--- src/rtl/mips_pkg.sv ---
// rtl/mips_pkg.sv - shared MIPS-32 pipeline constants, IF/ID action encoding and PC alignment helper
package mips_pkg;

    localparam int          XLEN             = 32;
    localparam int          INSTR_ALIGN      = 2;
    localparam logic [31:0] NOP_INSTR        = 32'h0000_0000;
    localparam logic [31:0] RESET_PC_DEFAULT = 32'h0000_0000;

    typedef enum logic [2:0] {
        IFID_RESET,
        IFID_FLUSH,
        IFID_HOLD,
        IFID_BUBBLE,
        IFID_FETCH
    } ifid_action_e;

    function automatic logic [XLEN-1:0] align_pc(input logic [XLEN-1:0] addr);
        return {addr[XLEN-1:INSTR_ALIGN], {INSTR_ALIGN{1'b0}}};
    endfunction

endpackage

--- src/rtl/pc_register.sv ---
// rtl/pc_register.sv - program counter with reset/redirect/hold/increment priority
module pc_register
    import mips_pkg::*;
#(
    parameter logic [31:0] RESET_PC = RESET_PC_DEFAULT
) (
    input  logic        clk_i,
    input  logic        rst_i,
    input  logic        redirect_i,
    input  logic [31:0] redirect_target_i,
    input  logic        pcwrite_i,
    input  logic        imem_ready_i,
    output logic [31:0] pc_o,
    output logic [31:0] pc_plus4_o
);

    logic [31:0] pc_q;
    logic [31:0] pc_d;

    assign pc_plus4_o = pc_q + 32'd4;
    assign pc_o       = pc_q;

    // Redirect beats any hold; an unfinished fetch keeps the PC on the same word.
    always_comb begin
        pc_d = pc_q;
        if (redirect_i) begin
            pc_d = align_pc(redirect_target_i);
        end else if (pcwrite_i && imem_ready_i) begin
            pc_d = pc_plus4_o;
        end
    end

    always_ff @(posedge clk_i) begin
        if (rst_i) begin
            pc_q <= RESET_PC;
        end else begin
            pc_q <= pc_d;
        end
    end

endmodule

--- src/rtl/if_fetch_stage.sv ---
// rtl/if_fetch_stage.sv - MIPS-32 instruction fetch stage with IF/ID register and perf counters
module if_fetch_stage
    import mips_pkg::*;
#(
    parameter logic [31:0] RESET_PC = RESET_PC_DEFAULT,
    parameter int          CNT_W    = 16
) (
    input  logic             clk_i,
    input  logic             rst_i,
    input  logic             pcwrite_i,
    input  logic             if_id_write_i,
    input  logic             redirect_i,
    input  logic [31:0]      redirect_target_i,
    output logic             imem_req_o,
    output logic [31:0]      imem_addr_o,
    input  logic [31:0]      imem_rdata_i,
    input  logic             imem_ready_i,
    output logic [31:0]      if_id_instr_o,
    output logic [31:0]      if_id_pc4_o,
    output logic             if_id_valid_o,
    output logic             fetch_stall_o,
    output logic [CNT_W-1:0] perf_fetch_cnt_o,
    output logic [CNT_W-1:0] perf_bubble_cnt_o
);

    logic [31:0]      pc;
    logic [31:0]      pc_plus4;
    ifid_action_e     action;
    logic [31:0]      instr_q, instr_d;
    logic [31:0]      pc4_q, pc4_d;
    logic             valid_q, valid_d;
    logic [CNT_W-1:0] fetch_cnt_q, fetch_cnt_d;
    logic [CNT_W-1:0] bubble_cnt_q, bubble_cnt_d;

    pc_register #(
        .RESET_PC(RESET_PC)
    ) u_pc_register (
        .clk_i             (clk_i),
        .rst_i             (rst_i),
        .redirect_i        (redirect_i),
        .redirect_target_i (redirect_target_i),
        .pcwrite_i         (pcwrite_i),
        .imem_ready_i      (imem_ready_i),
        .pc_o              (pc),
        .pc_plus4_o        (pc_plus4)
    );

    assign imem_addr_o   = pc;
    assign imem_req_o    = !rst_i;
    assign fetch_stall_o = imem_req_o && !imem_ready_i;

    // A flush must win over an ID-stage hold so a squashed instruction never survives.
    always_comb begin
        action = IFID_FETCH;
        if (rst_i) begin
            action = IFID_RESET;
        end else if (redirect_i) begin
            action = IFID_FLUSH;
        end else if (!if_id_write_i) begin
            action = IFID_HOLD;
        end else if (!imem_ready_i) begin
            action = IFID_BUBBLE;
        end
    end

    always_comb begin
        instr_d      = instr_q;
        pc4_d        = pc4_q;
        valid_d      = valid_q;
        fetch_cnt_d  = fetch_cnt_q;
        bubble_cnt_d = bubble_cnt_q;
        case (action)
            IFID_RESET, IFID_FLUSH, IFID_BUBBLE: begin
                instr_d = NOP_INSTR;
                pc4_d   = 32'h0;
                valid_d = 1'b0;
            end
            IFID_FETCH: begin
                instr_d = imem_rdata_i;
                pc4_d   = pc_plus4;
                valid_d = 1'b1;
            end
            default: ;
        endcase
        if (action == IFID_FETCH && fetch_cnt_q != {CNT_W{1'b1}}) begin
            fetch_cnt_d = fetch_cnt_q + CNT_W'(1);
        end
        if ((action == IFID_FLUSH || action == IFID_BUBBLE) && bubble_cnt_q != {CNT_W{1'b1}}) begin
            bubble_cnt_d = bubble_cnt_q + CNT_W'(1);
        end
    end

    always_ff @(posedge clk_i) begin
        if (rst_i) begin
            instr_q      <= NOP_INSTR;
            pc4_q        <= 32'h0;
            valid_q      <= 1'b0;
            fetch_cnt_q  <= '0;
            bubble_cnt_q <= '0;
        end else begin
            instr_q      <= instr_d;
            pc4_q        <= pc4_d;
            valid_q      <= valid_d;
            fetch_cnt_q  <= fetch_cnt_d;
            bubble_cnt_q <= bubble_cnt_d;
        end
    end

    assign if_id_instr_o     = instr_q;
    assign if_id_pc4_o       = pc4_q;
    assign if_id_valid_o     = valid_q;
    assign perf_fetch_cnt_o  = fetch_cnt_q;
    assign perf_bubble_cnt_o = bubble_cnt_q;

endmodule

--- config.mk ---
export PLATFORM = sky130hd
export DESIGN_NAME = if_fetch_stage
export DESIGN_NICKNAME = d
export VERILOG_FILES = /design/src/rtl/mips_pkg.sv /design/src/rtl/pc_register.sv /design/src/rtl/if_fetch_stage.sv
export SDC_FILE = /design/constraint.sdc
export NUM_CORES = 1
export LEC_CHECK = 0
export BUFFER_PORTS_ARGS = -buffer_cell sky130_fd_sc_hd__clkbuf_2
export CORE_MARGIN = 8
export CORE_UTILIZATION = 48
export CTS_CLUSTER_DIAMETER = 120
export DETAILED_ROUTE_END_ITERATION = 8
export MAX_ROUTING_LAYER = met4
export PLACE_DENSITY_LB_ADDON = 0.2
export SLEW_MARGIN = 20
export SYNTH_ARGS = -nofsm -noshare
export SYNTH_HDL_FRONTEND = slang
export SYNTH_HIERARCHICAL = 1
export SYNTH_SLANG_ARGS = --single-unit
--- constraint.sdc ---
create_clock -name clk_i -period 3.8 [get_ports clk_i]
set_input_delay 0.19 -clock clk_i [delete_from_list [all_inputs] [get_ports clk_i]]
set_output_delay 0.19 -clock clk_i [all_outputs]
set_load 0.005 [all_outputs]
==> metrics.yaml, run 1 <==
floorplanning:
  die_x_um: 127
  placementRows: 40
  start_util_pct: 49.3
  die_area_mm2: 0.0162
  coreArea_mm2: 0.0121
  top_level_ports: 201
  chipHeight_um: 127
timing:
  fmax_mhz: 406
  rsz0062_at_grt: "false"
  hold_violations: 0
  fin_tns_setup_ns: 0
  max_slew_margin_pct: 46.3
  tightest_slew_ns: 0.798
  setup_viol: 0
  fin_hold_ws_ns: 0.0229
  period_minus_slack_ns: 2.46
  clock_skew_ns: 0.00520
  slew_viol_final: 0
  finalCritPeriodShare_pct: 64.8
routing:
  first_pass_iters: 5
  wire_per_inst_um: 18.1
  routed_wl_mm: 18.7
  post-route-drc-count: 0
  ant_nets: 0
  routed_via_density: 5.80
  dr_total_vias: 6007
  drt_iter0_drc: 575
worst_setup_path:
  cp_max_fo: 17
  required_ns: 4.10
  ff2ff_path_depth: 4
  worstSetupEndpointType: "register"
  critPathKind: "reg -> reg"
  start_kind: "register"
  arrival_ns: 2.76
worst_hold_path:
  whs_path_depth: 3
  min_path_type: "in -> reg"
synthesis:
  ys_warn_count: 6
  synth_top_family_by_area: "simple AND/OR/NAND/NOR gates"
  synth_edf_count: 0
  synth.top_cell.area_share_pct: 42.8
  synth_compound_area_share_pct: 22.2
  async_flop_share_pct: 0
  yosys.area_share.simple_pct: 22.7
  synth-xor-area-share_pct: 5.31
  yosys.area.top_type: "dfxtp_1"
  synth_area_mm2: 0.00594
  ys_seq_area_share_pct: 42.8
  synth_adder_area_share_pct: 0.632
  synthCells: 650
  avgSynthCellArea_um2: 9.14
  ys_ff_latch: 127
  synth_mux_area_share_pct: 1.68
  synth_ff_type: "dfxtp_1"
  synth_area_leaders: "dfxtp_1 43%, a22o_1 9.4%, nor2_1 2.8%"
  synth_cell_types: 65
cells_and_area:
  final_nets: 927
  drive_gt1_share_pct: 28.5
  final_cells: 1036
  final_cell_mix: "196 x clkbuf_2, 127 x dfxtp_1, 64 x a22o_1, 44 x nor2_1, 34 x nand2_1"
  nFillCells: 1001
  area_delta_synth_final_pct: 32.5
  final_common_cell: "clkbuf_2"
clocking:
  insertion_delay_ns: 0.41
  clk_pin_slew_ns: 0.05
  numCtsBuffers: 17
  htreeDepth: 4
  tritoncts: "built"
  post_cts_resized: 0
  cts_root_buf: "clkbuf_16"
  cts_sinks: 127
  clock_path_buffers: 2
job:
  cap_viol_max_count: 0
global_route:
  grt_usage_pct: 23.3
  overflow: 0
  antenna_found_initial: 1
  grt_max_degree: 66
  first_global_vias: 5833
  grt_pass1_wl_mm: 29.9
place:
  dp_hpwl_mm: 12.9
  gp_congestion: 0.880
  portBuffers: 196
  dp.cells: 971
pwr:
  p_per_area_mw_per_mm2: 413
  power.leakage_nw: 3.31
  peakVddDrop_mv: 0.280
status:
  outcome: "finished, final reports clean"
worst max-delay path: stages, from the launching register on:
cell and delay (ns):
dfxtp_1 0.52, nand3_4 0.18, or4_1 0.85, or3_1 0.47
a2111oi_1 0.33
flip-flops by register name (all words and copies together), names as in the netlist:
name / flops
if_id_instr_o: 32
if_id_pc4_o: 32
u_pc_register/pc_o: 30
perf_bubble_cnt_o: 16
perf_fetch_cnt_o: 16
if_id_valid_o: 1
layer usage:
| layer | GRT usage [%] | wire length (µm) | part of all wire [%] |
|---|---|---|---|
| met2 | 36.9 | 9060 | 48 |
| met3 | 5.70 | 1270 | 6.8 |
| met4 | 10.1 | 436 | 2.3 |
| met5 | - | 0 | 0 |
| met1 | 27.7 | 7970 | 43 |
stage by stage:
step | worst slack (ns) | area (µm²) | util, % | power, mW
after floorplan | 1.64 | 5950 | - | 1.57
after global placement | 1.44 | 6980 | 57.9 | 1.67
after detailed placement | 1.38 | 6980 | 57.9 | 1.68
after CTS | 1.38 | 7870 | 65.3 | 3.28
after global routing | 1.22 | 7880 | 65.3 | 3.37
final | 1.34 | 7880 | 65.3 | 3.26
cell usage after synthesis (7+ instances only):
master    count
nand3_1      29
o31ai_1      12
nand4_1      19
or3_1        11
a22o_1       64
a211oi_1      8
o21ai_0      12
nor3_1       16
xor2_1       18
clkbuf_1     36
o41ai_1       7
nand2_1      34
nor2b_1      11
or4_1        13
xnor2_1      18
inv_1        14
a21oi_1      21
and3_1       11
nor4_1       21
dfxtp_1     127
nor2_1       44
a311oi_1     13
path summary, 6_finish.rpt:
check | startpoint | endpoint | slack [ns]
worst min-delay path | redirect_target_i[6] | u_pc_register/pc_o[6] | 0.02
worst min register to register | if_id_instr_o[6] | if_id_instr_o[6] | 0.48
worst max-delay path | u_pc_register/pc_o[8] | u_pc_register/pc_o[21] | 1.34
worst max register to register | u_pc_register/pc_o[8] | u_pc_register/pc_o[21] | 1.34
repair_timing:
item                      CTS  global route
hold endpoints to repair   32             0
buffers inserted            0             0
hold buffers               32             0
layout make-up:
type                            count  area, µm²  share of cell area [%]
Tap cell                          168        210                    2.67
Antenna cell                        2       5.00                  0.0635
Multi-Input combinational cell    458       3150                    39.9
Timing Repair Buffer              234       1350                    17.1
Inverter                           16       60.1                   0.762
Sequential cell                   127       2540                    32.3
Clock inverter                      6       82.6                    1.05
Clock buffer                       25        485                    6.16
report_power, final:
| group | switching (mW) | internal (mW) |
|---|---|---|
| Combinational | 0.135 | 0.126 |
| Sequential | 0.0543 | 1.37 |
| Clock | 0.560 | 1.01 |
cell families after synthesis:
logic type	after synthesis
fa+ha+maj	3
simple gates	239
buf+inv	68
flops	127
xor+xnor	36
compound gates	167
other cells	1
mux	9
(Power assumes the default switching activity.)
==> run 2, diff against run 1 <==
==> constraint.sdc (replaced) <==
create_clock -name clk_i -period 2.5 [get_ports clk_i]
set_input_delay 0.125 -clock clk_i [delete_from_list [all_inputs] [get_ports clk_i]]
set_output_delay 0.125 -clock clk_i [all_outputs]
set_load 0.005 [all_outputs]
==> run 2 against run 1 <==
  * Wire length up 3.2%
  * Highest routed layer unchanged
  * Sequential power up 52%
  * Clock skew down 0.00071 ns
==> metrics.yaml, run 2 (synthesized netlist as in run 1, its figures left out) <==
status:
  outcome: "finished, final reports clean"
worst_setup_path:
  worstSetupEndpointType: "register"
  r2r_slack_ns: 0.18
  required_ns: 2.81
  start_kind: "register"
  cp_slowest_cell: "or4_1"
  r2r-start: "u_pc_register/pc_o[14]"
  path_cells: "nand4_2 > or4_1 > or4_1 > a311oi_1"
  cp_top_family: "simple AND/OR/NAND/NOR gates"
  crit_buf_inv: 0
  arrival_ns: 2.63
  startpoint: "u_pc_register/pc_o[14]"
  cp_max_fo: 9
  crit_path_frequent_cell: "or4_1"
  critPathKind: "reg -> reg"
  cpPeakStageDelay_ns: 0.66
pwr:
  power.leakage_nw: 3.50
  p_per_area_mw_per_mm2: 634
  peakVddDrop_mv: 0.409
routing:
  post-route-drc-count: 0
  routed_via_density: 5.82
  first_pass_iters: 5
  routed_wl_mm: 19.3
  drt_iter0_drc: 549
  wire_per_inst_um: 18.1
  dr_total_vias: 6215
  ant_nets: 0
timing:
  setup_viol: 0
  finalCritPeriodShare_pct: 92.9
  fmax_mhz: 431
  hold_violations: 0
  fin_tns_setup_ns: 0
  period_minus_slack_ns: 2.32
  tightest_slew_ns: 0.707
  max_slew_margin_pct: 52.9
  rsz0062_at_grt: "false"
  clock_skew_ns: 0.00449
  slew_viol_final: 0
cells_and_area:
  drive_gt1_share_pct: 29.0
  area_delta_synth_final_pct: 38.9
  final_nets: 962
  final_cell_mix: "196 x clkbuf_2, 127 x dfxtp_1, 64 x a22o_1, 55 x dlygate4sd3_1, 44 x nor2_1"
  final_area_mm2: 0.00826
  final_common_cell: "clkbuf_2"
global_route:
  antenna_found_initial: 1
  overflow: 0
  first_global_vias: 6119
  grt_max_degree: 66
  grt_pass1_wl_mm: 30.8
  grt_usage_pct: 24.1
worst_hold_path:
  hp-start: "redirect_target_i[10]"
  min_path_type: "in -> reg"
floorplanning:
  coreArea_mm2: 0.0121
  start_util_pct: 49.3
  die_x_um: 127
  placementRows: 40
  chipHeight_um: 127
  top_level_ports: 201
  die_area_mm2: 0.0162
clocking:
  clk_pin_slew_ns: 0.06
  insertion_delay_ns: 0.41
  cts_hold_buf: 54
  cts_root_buf: "clkbuf_16"
  numCtsBuffers: 17
  htreeDepth: 4
  clock_path_buffers: 2
  post_cts_buffers: 0
  cts_sinks: 127
  tritoncts: "built"
  post_cts_resized: 0
place:
  place_area_mm2: 0.00707
  dp_hpwl_mm: 13.5
  portBuffers: 196
  gp_congestion: 0.920
job:
  cap_viol_max_count: 0
-- run 2: worst paths after layout --
check / cells past startpoint / end
worst max-delay path: 4 / u_pc_register/pc_o[26]
worst min-delay path: 3 / u_pc_register/pc_o[10]
worst max register to register: 4 / u_pc_register/pc_o[26]
worst min register to register: 1 / if_id_instr_o[14]
-- run 2: area by class of cell --
class	count	area (µm²)
fillers	963	3810
multi-input cells	458	3150
flip-flops and latches	127	2540
repair buffers	269	1670
clock buffers	23	498
well taps	168	210
clock inverters	6	130
inverters	16	60.1
diodes	1	2.50
-- run 2: metal layers --
metal	track usage [%]	wire length, µm
met1	27.1	7940
met2	40.4	9660
met3	5.12	1310
met4	10.9	426
met5	-	0
-- run 2: stage by stage --
| stage | hold slack, ns | setup slack (ns) | util, % | power (mW) | std cells |
|---|---|---|---|---|---|
| 2_1_floorplan | 0.251 | 0.336 | - | 2.38 | 653 |
| 3_3_place_gp | 0.337 | 0.376 | 58.7 | 2.56 | 983 |
| 3_5_place_dp | 0.341 | 0.256 | 58.7 | 2.57 | 983 |
| 4_1_cts | 0.000249 | 0.235 | 68.3 | 5.27 | 1066 |
| 5_1_grt | 0.0162 | 0.0772 | 68.4 | 5.41 | 1068 |
| 6_report | 0.0274 | 0.179 | 68.4 | 5.24 | 1068 |
-- run 2: worst register-to-register path: stages, from the launching register on --
cell	delay [ns]
dfxtp_1	0.47
nand4_2	0.22
or4_1	0.67
or4_1	0.55
a311oi_1	0.30
-- run 2: power by group --
group / total (mW) / switching (mW) / internal [mW]
Sequential: 2.16 / 0.0733 / 2.08
Combinational: 0.451 / 0.225 / 0.225
Clock: 2.63 / 0.847 / 1.78
Total: 5.24 / 1.15 / 4.09
